## src/rtl/cpu_pipe_pkg.sv

```systemverilog
// Shared pipeline constants and helpers.
// Stage-count ceiling and valid-bit popcount.
package cpu_pipe_pkg;

  localparam int MAX_STAGES = 8;

  function automatic logic [3:0] popcount(
    input logic [MAX_STAGES-1:0] v
  );
    logic [3:0] n;
    n = '0;
    for (int i = 0; i < MAX_STAGES; i++)
      n = n + {3'b000, v[i]};
    return n;
  endfunction

endpackage

```

## src/rtl/pipe_stage.sv

```systemverilog
// One elastic slot: valid bit plus payload.
// Loads from its source when enabled, else holds or is killed.
module pipe_stage
  import cpu_pipe_pkg::*;
#(
  parameter int DATA_W = 32
) (
  input  logic              clk,
  input  logic              rst,
  input  logic              load,
  input  logic              kill,
  input  logic              src_v,
  input  logic [DATA_W-1:0] src_d,
  output logic              v,
  output logic [DATA_W-1:0] d
);

  // Slot register: take source on load, drop a held entry on kill.
  always_ff @(posedge clk or posedge rst) begin
    if (rst) begin
      v <= 1'b0;
      d <= '0;
    end else if (load) begin
      v <= src_v;
      d <= src_d;
    end else if (kill) begin
      v <= 1'b0;
    end
  end

endmodule

```

## src/rtl/elastic_pipe.sv

```systemverilog
// Elastic valid/ready register chain with partial flush.
// Flush kills the k youngest entries before they advance.
module elastic_pipe
  import cpu_pipe_pkg::*;
#(
  parameter int DATA_W = 32,
  parameter int STAGES = 4,
  parameter int FD_W   = 3
) (
  input  logic              CLOCK_50,
  input  logic              reset,
  input  logic              in_valid,
  output logic              in_ready,
  input  logic [DATA_W-1:0] in_data,
  output logic              out_valid,
  input  logic              out_ready,
  output logic [DATA_W-1:0] out_data,
  input  logic              flush,
  input  logic [FD_W-1:0]   flush_depth,
  output logic [FD_W-1:0]   occupancy
);

  logic [STAGES-1:0] v;
  logic [DATA_W-1:0] d     [STAGES];
  logic [STAGES:0]   r;
  logic [STAGES-1:0] kill;
  logic [STAGES-1:0] src_v;
  logic [DATA_W-1:0] src_d [STAGES];

  // Ready ripples back from the output so a full chain moves in one edge.
  always_comb begin : rdy_chain
    logic rr;
    rr        = out_ready;
    r         = '0;
    r[STAGES] = out_ready;
    for (int i = STAGES - 1; i >= 0; i--) begin
      rr   = !v[i] || rr;
      r[i] = rr;
    end
  end

  // A stage is killed when it is among the flush_depth youngest.
  always_comb begin
    kill = '0;
    for (int i = 0; i < STAGES; i++)
      kill[i] = flush && (flush_depth > FD_W'(i));
  end

  assign in_ready = r[0] && !flush && !reset;

  // Source of each stage; a killed entry travels on as a bubble.
  always_comb begin
    src_v[0] = in_valid && in_ready;
    src_d[0] = in_data;
    for (int i = 1; i < STAGES; i++) begin
      src_v[i] = v[i-1] && !kill[i-1];
      src_d[i] = d[i-1];
    end
  end

  for (genvar g = 0; g < STAGES; g++) begin : g_stg
    pipe_stage #(
      .DATA_W (DATA_W)
    ) u_stg (
      .clk   (CLOCK_50),
      .rst   (reset),
      .load  (r[g]),
      .kill  (kill[g]),
      .src_v (src_v[g]),
      .src_d (src_d[g]),
      .v     (v[g]),
      .d     (d[g])
    );
  end

  assign out_valid = v[STAGES-1];
  assign out_data  = d[STAGES-1];
  assign occupancy = FD_W'(popcount(MAX_STAGES'(v)));

endmodule

```

## config.mk

```make
export PLATFORM = sky130hd
export DESIGN_NAME = elastic_pipe
export DESIGN_NICKNAME = d
export VERILOG_FILES = /design/src/rtl/cpu_pipe_pkg.sv /design/src/rtl/pipe_stage.sv /design/src/rtl/elastic_pipe.sv
export SDC_FILE = /design/constraint.sdc
export NUM_CORES = 1
export LEC_CHECK = 0
export CAP_MARGIN = 20
export CORE_MARGIN = 4
export CORE_UTILIZATION = 40
export DETAILED_ROUTE_END_ITERATION = 8
export GPL_ROUTABILITY_DRIVEN = 1
export PLACE_DENSITY = 0.71
export SLEW_MARGIN = 0
export SYNTH_ARGS = -nofsm -noshare
export SYNTH_HDL_FRONTEND = slang
export SYNTH_SLANG_ARGS = --single-unit
```

## constraint.sdc

```tcl
create_clock -name CLOCK_50 -period 10.2 [get_ports CLOCK_50]
set_input_delay 1.53 -clock CLOCK_50 [delete_from_list [all_inputs] [get_ports CLOCK_50]]
set_output_delay 1.53 -clock CLOCK_50 [all_outputs]
set_load 0.01 [all_outputs]
```

After elaboration in Yosys (flattened, before gate mapping)
Cells that the tools add are included.

Add/subtract/negate cells: 3. Order comparisons: 4. Mux-type cells: 8. Reductions and logical operators: 27.

Operators by type and width (count): logical AND 1 bit (10); zero test 1 bit (9); two-way mux 1 bit (8); nonzero test 2 bit (4); greater-than comparator 3 x 1 -> 1 bit, second input constant (2); greater-than comparator 3 x 2 -> 1 bit, second input constant (2); logical OR 1 bit (4); adder 2 x 1 -> 3 bit (1); adder 3 x 1 -> 3 bit (1); adder 1 x 1 -> 2 bit (1).

Register bits after elaboration: 132. Input port bits: 40. Output and inout bits: 37.

Longest topological paths before layout
Word-level depth: 9. Depth in mapped cells: 5. Mapped depth without buffers: 5.

Modules after synthesis
A second synthesis with hierarchy kept.

Cell total of the unflattened synthesis: 314. Area total of the unflattened synthesis: 5705.5 µm².

Modules (own cells, without submodules): pipe_stage (instances 4, cells an instance 72, area an instance 1378.8 µm², sequential area each 825.8 µm²); elastic_pipe (instances 1, cells an instance 26, area an instance 190.2 µm², sequential area each 0.0 µm²).

Least setup slack after synthesis
OpenSTA, ideal clock, no wires.

Path kind: input port to flip-flop. Start: in reset. End: reg g_stg[0].u_stg.v. Data arrival time: 4.587 ns. Path slack: 5.518 ns. Cell stages on the path: 3. Cell sequence: inv_1 > nand2_1 > a22oi_1.

Cells in the longest elaborated chain, start to end: 4.

RTL lines: from (decl) (RTL line elastic_pipe.sv:11) `input logic reset,`; zero test 1 bit (no line); logical AND 1 bit (RTL line elastic_pipe.sv:49) `assign in_ready = r[0] && !flush && !reset;`; logical AND 1 bit (RTL line elastic_pipe.sv:53) `src_v[0] = in_valid && in_ready;`; two-way mux 1 bit (RTL line pipe_stage.sv:23) `end else if (load) begin`; to (signal assigned) (RTL line pipe_stage.sv:24) `v <= src_v;`; to (decl) (RTL line pipe_stage.sv:14) `output logic v,`.

No other way between the ends. A chain may end at the register's enable or synchronous reset.

Final worst setup path
Start: in out_ready. End: out in_ready.

Cells in the longest elaborated chain, start to end: 6.

RTL lines: from (decl) (RTL line elastic_pipe.sv:16) `input logic out_ready,`; logical OR 1 bit (4 in series) (RTL line elastic_pipe.sv:37) `rr = !v[i] || rr;`; logical AND 1 bit (2 in series) (RTL line elastic_pipe.sv:49); to (decl) (RTL line elastic_pipe.sv:13) `output logic in_ready,`.

No other way between the ends.

==> tab_implementation.tex <==
\begin{tabular}{lr}
\hline
Metric & Value \\
\hline
\multicolumn{2}{l}{\textbf{Min path}} \\
Hold path start & g\_stg[1].u\_stg.d[6]\$\_DFFE\_PP0P\_ \\
Number of cells on the worst hold path & 2 \\
Type of the worst min-delay path & reg2reg \\
\multicolumn{2}{l}{\textbf{Detailed routing}} \\
Antenna violation net count after detailed routing & 0 \\
Detailed-route vias per instance & 4.56 \\
Overall via count from detail\_route & 2926 \\
DR WL/cell & 14.4 µm \\
Routed Wire Length & 9260 µm \\
TritonRoute pass-1 iters & 4 \\
DR iter-0 viols & 165 \\
Number of remaining DRC errors & 0 \\
\multicolumn{2}{l}{\textbf{Global route}} \\
Initial antenna violation count & 0 \\
Wire length of the first global-routing pass & $\sim$15000 µm \\
Via count of the first global-routing pass & roughly 3000 \\
Overflow left after global routing & 0 \\
GRT Util Overall & 0.131 \\
Largest net degree at the start of global routing & 70 \\
\multicolumn{2}{l}{\textbf{Floorplanning}} \\
Core footprint & around 0.013 mm² \\
Die Wd & 124 µm \\
Die area & approximately 0.015 mm² \\
Initial core utilization & 0.408 \\
Rows & 42 \\
Height of the die & 124 µm \\
\# IOs & 77 \\
\multicolumn{2}{l}{\textbf{STA}} \\
Final setup violation count & 0 \\
Final worst path period share & 0.497 \\
Largest clock skew in the final design & 0.0105 ns \\
Worst slew pin tran & 1.09 ns \\
Total negative setup slack & 0 ns \\
Number of slew-limit violations in the final report & 0 \\
Worst max-slew margin expressed relative to the limit & 0.273 \\
Shortest period the worst path allows & 5.07 ns \\
Fin Hold WS & 0.460 ns \\
RSZ-0062 raised after global routing & no \\
Maximum achievable frequency & 197 MHz \\
Final Hold Vio Count & 0 \\
\multicolumn{2}{l}{\textbf{CTS}} \\
Number of gates resized after CTS & 0 \\
Maximum number of buffers from clock root to sink & 2 \\
Master cell of the clock root buffer & sky130\_fd\_sc\_hd\_\_clkbuf\_16 \\
Clock latency reported for the late side of the worst-skew pair & 0.41 ns \\
Number of buffers inserted by hold repair at cts & 0 \\
Number of CTS-inserted buffers & 17 \\
Post-CTS Setup Repair Bufs & 0 \\
Max H-tree Level & 4 \\
Clock transition at path regs & 0.06 ns \\
Sinks on Clock Net & 132 \\
TritonCTS clock tree & done \\
\multicolumn{2}{l}{\textbf{Placed design}} \\
Final weighted congestion in routability-driven placement & 0.783 \\
Number of I/O port buffers & 76 \\
Post-DP Area & slightly above 0.006 mm² \\
DPL Wire Length & just under 6000 µm \\
\multicolumn{2}{l}{\textbf{Finish}} \\
Count of filler cells inserted in the layout & 1149 \\
Nets & 495 \\
Share of cells above drive strength 1 & 0.290 \\
\# diodes & 0 \\
Final core utilization & 0.503 \\
Layout-stage area growth over the synthesis result & 23.3\% \\
Layout Cell Area excl Fill & 0.00666 mm² \\
\multicolumn{2}{l}{\textbf{Power and ir drop}} \\
PD cells & approximately 190 mW/mm² \\
Highest ir drop seen on vdd & 0.0956 mV \\
Static leakage power & 3.03 nW \\
\multicolumn{2}{l}{\textbf{Logic synthesis}} \\
Proportion of synthesized chip area in sequential cells & 0.612 \\
Most frequently used flop master after synthesis & sky130\_fd\_sc\_hd\_\_dfrtp\_1 \\
Synthesized area divided by synthesized cell count & 13.3 µm² \\
Biggest area contributors in the synthesized netlist & sky130\_fd\_sc\_hd\_\_dfrtp\_1 (61\%), sky130\_fd\_sc\_hd\_\_mux2\_2 (14\%), sky130\_fd\_sc\_hd\_\_mux2\_4 (8.1\%) \\
Count of flip-flops with a built-in enable after synthesis & 0 \\
Area share of the largest cell type after synthesis & 0.612 \\
Share of flip-flops with an asynchronous set or reset after synthesis & 1.00 \\
Count of cell types in the netlist & 24 \\
Synth area leader & sky130\_fd\_sc\_hd\_\_dfrtp\_1 \\
Synthesized cell area & approximately 0.0054 mm² \\
Most numerous cell types in the synthesized netlist & sky130\_fd\_sc\_hd\_\_dfrtp\_1 (132), sky130\_fd\_sc\_hd\_\_nand2\_1 (100), sky130\_fd\_sc\_hd\_\_mux2\_2 (67) \\
Yosys synthesis warning count & 0 \\
Syn Nets & approximately 450 \\
Total of flip-flops plus latches after synthesis & 132 \\
Number of cells produced by synthesis & approximately 400 \\
Library cell with the highest instance count after synthesis & sky130\_fd\_sc\_hd\_\_dfrtp\_1 \\
\multicolumn{2}{l}{\textbf{Setup path}} \\
CP Class & in2out \\
CP Capture Point & in\_ready \\
Launching element of the worst setup path & out\_ready \\
Worst Reg2Reg Path Length in Cells & 3 \\
Crit-path max FO & 36 \\
Source of the worst register-to-register timing path & g\_stg[2].u\_stg.v\$\_DFFE\_PP0P\_ \\
Required time of the critical path & 8.67 ns \\
Startpoint Class & input port \\
Arrival time of data at the critical path endpoint & between 3 and 4 ns \\
Reg-to-reg slack, setup & 7.85 ns \\
Worst flop-to-flop path endpoint & g\_stg[0].u\_stg.d[23]\$\_DFFE\_PP0P\_ \\
Critical Path Sink Type & output port \\
\multicolumn{2}{l}{\textbf{Job}} \\
MaxCap Viol Count & 0 \\
\multicolumn{2}{l}{\textbf{Status}} \\
Result of the run & finished clean \\
\hline
\end{tabular}
## area by class of cell
class                   instances  area [µm²]  area share
repair buffers                 78         776       0.117
clock buffers                  18         439      0.0660
inverters                       6        27.5     0.00414
multi-input cells             217        1740       0.261
well taps                     176         220      0.0331
clock inverters                14         154      0.0231
flip-flops and latches        132        3300       0.496
## report_power, final
group / internal [W] / total, W / switching, W
Combinational: 0.0000504 / 0.0000817 / 0.0000313
Clock: 0.000369 / 0.000599 / 0.000230
Sequential: 0.000552 / 0.000566 / 0.0000148
## placed cells by master (no fill, tap or decap), types with 4 or more instances in the layout
cell type                         instances
sky130_fd_sc_hd__clkdlybuf4s50_1         76
sky130_fd_sc_hd__a21oi_1                  4
sky130_fd_sc_hd__nand2_1                100
sky130_fd_sc_hd__dfrtp_1                132
sky130_fd_sc_hd__inv_6                    4
sky130_fd_sc_hd__clkinv_4                 4
sky130_fd_sc_hd__clkbuf_16               17
sky130_fd_sc_hd__mux2_2                  67
sky130_fd_sc_hd__inv_1                    5
sky130_fd_sc_hd__mux2_4                  29
## sequential cells by signal (all words and copies together) (netlist names)
name and count:
g_stg.u_stg.d 128, g_stg.u_stg.v 4
## how the worst min path moves through the flow
stage | slack, ns | to
after global placement | 0.44 | g_stg[1].u_stg.d[31]$_DFFE_PP0P_
after detailed placement | 0.45 | g_stg[1].u_stg.d[6]$_DFFE_PP0P_
after CTS | 0.47 | g_stg[1].u_stg.d[6]$_DFFE_PP0P_
final | 0.46 | g_stg[1].u_stg.d[6]$_DFFE_PP0P_
after global routing | 0.48 | g_stg[1].u_stg.d[7]$_DFFE_PP0P_
after floorplan | 0.43 | g_stg[1].u_stg.d[0]$_DFFE_PP0P_
## logic make-up after synthesis
kind of cell / Yosys count / share of synthesized area
flops: 132 / 0.612
simple gates: 110 / 0.0823
mux: 96 / 0.220
buf+inv: 56 / 0.0679
compound gates: 8 / 0.00881
fa+ha+maj: 3 / 0.00835
## layer usage
metal	GRT usage	share of wire	vias to the layer above
met5	0	0	-
met2	0.207	0.50	50
met3	0.0454	0.044	11
met4	0.0554	0.016	0
li1	-	-	1396
met1	0.163	0.44	1469
## critical path, cell delays in order
cell,delay (ns)
sky130_fd_sc_hd__clkdlybuf4s50_1,0.48
sky130_fd_sc_hd__and4b_2,0.84
sky130_fd_sc_hd__a211oi_1,0.16
sky130_fd_sc_hd__clkdlybuf4s50_1,0.52
## per-stage QoR
step,cells,setup WS (ns),power (W)
6_report,641,5.13,0.00125
5_1_grt,641,4.98,0.00130
4_1_cts,641,5.09,0.00126
3_5_place_dp,609,5.08,0.000660
3_3_place_gp,609,5.12,0.000656
2_1_floorplan,405,5.13,0.000624
No activity file was read; power rests on OpenSTA's default activity.
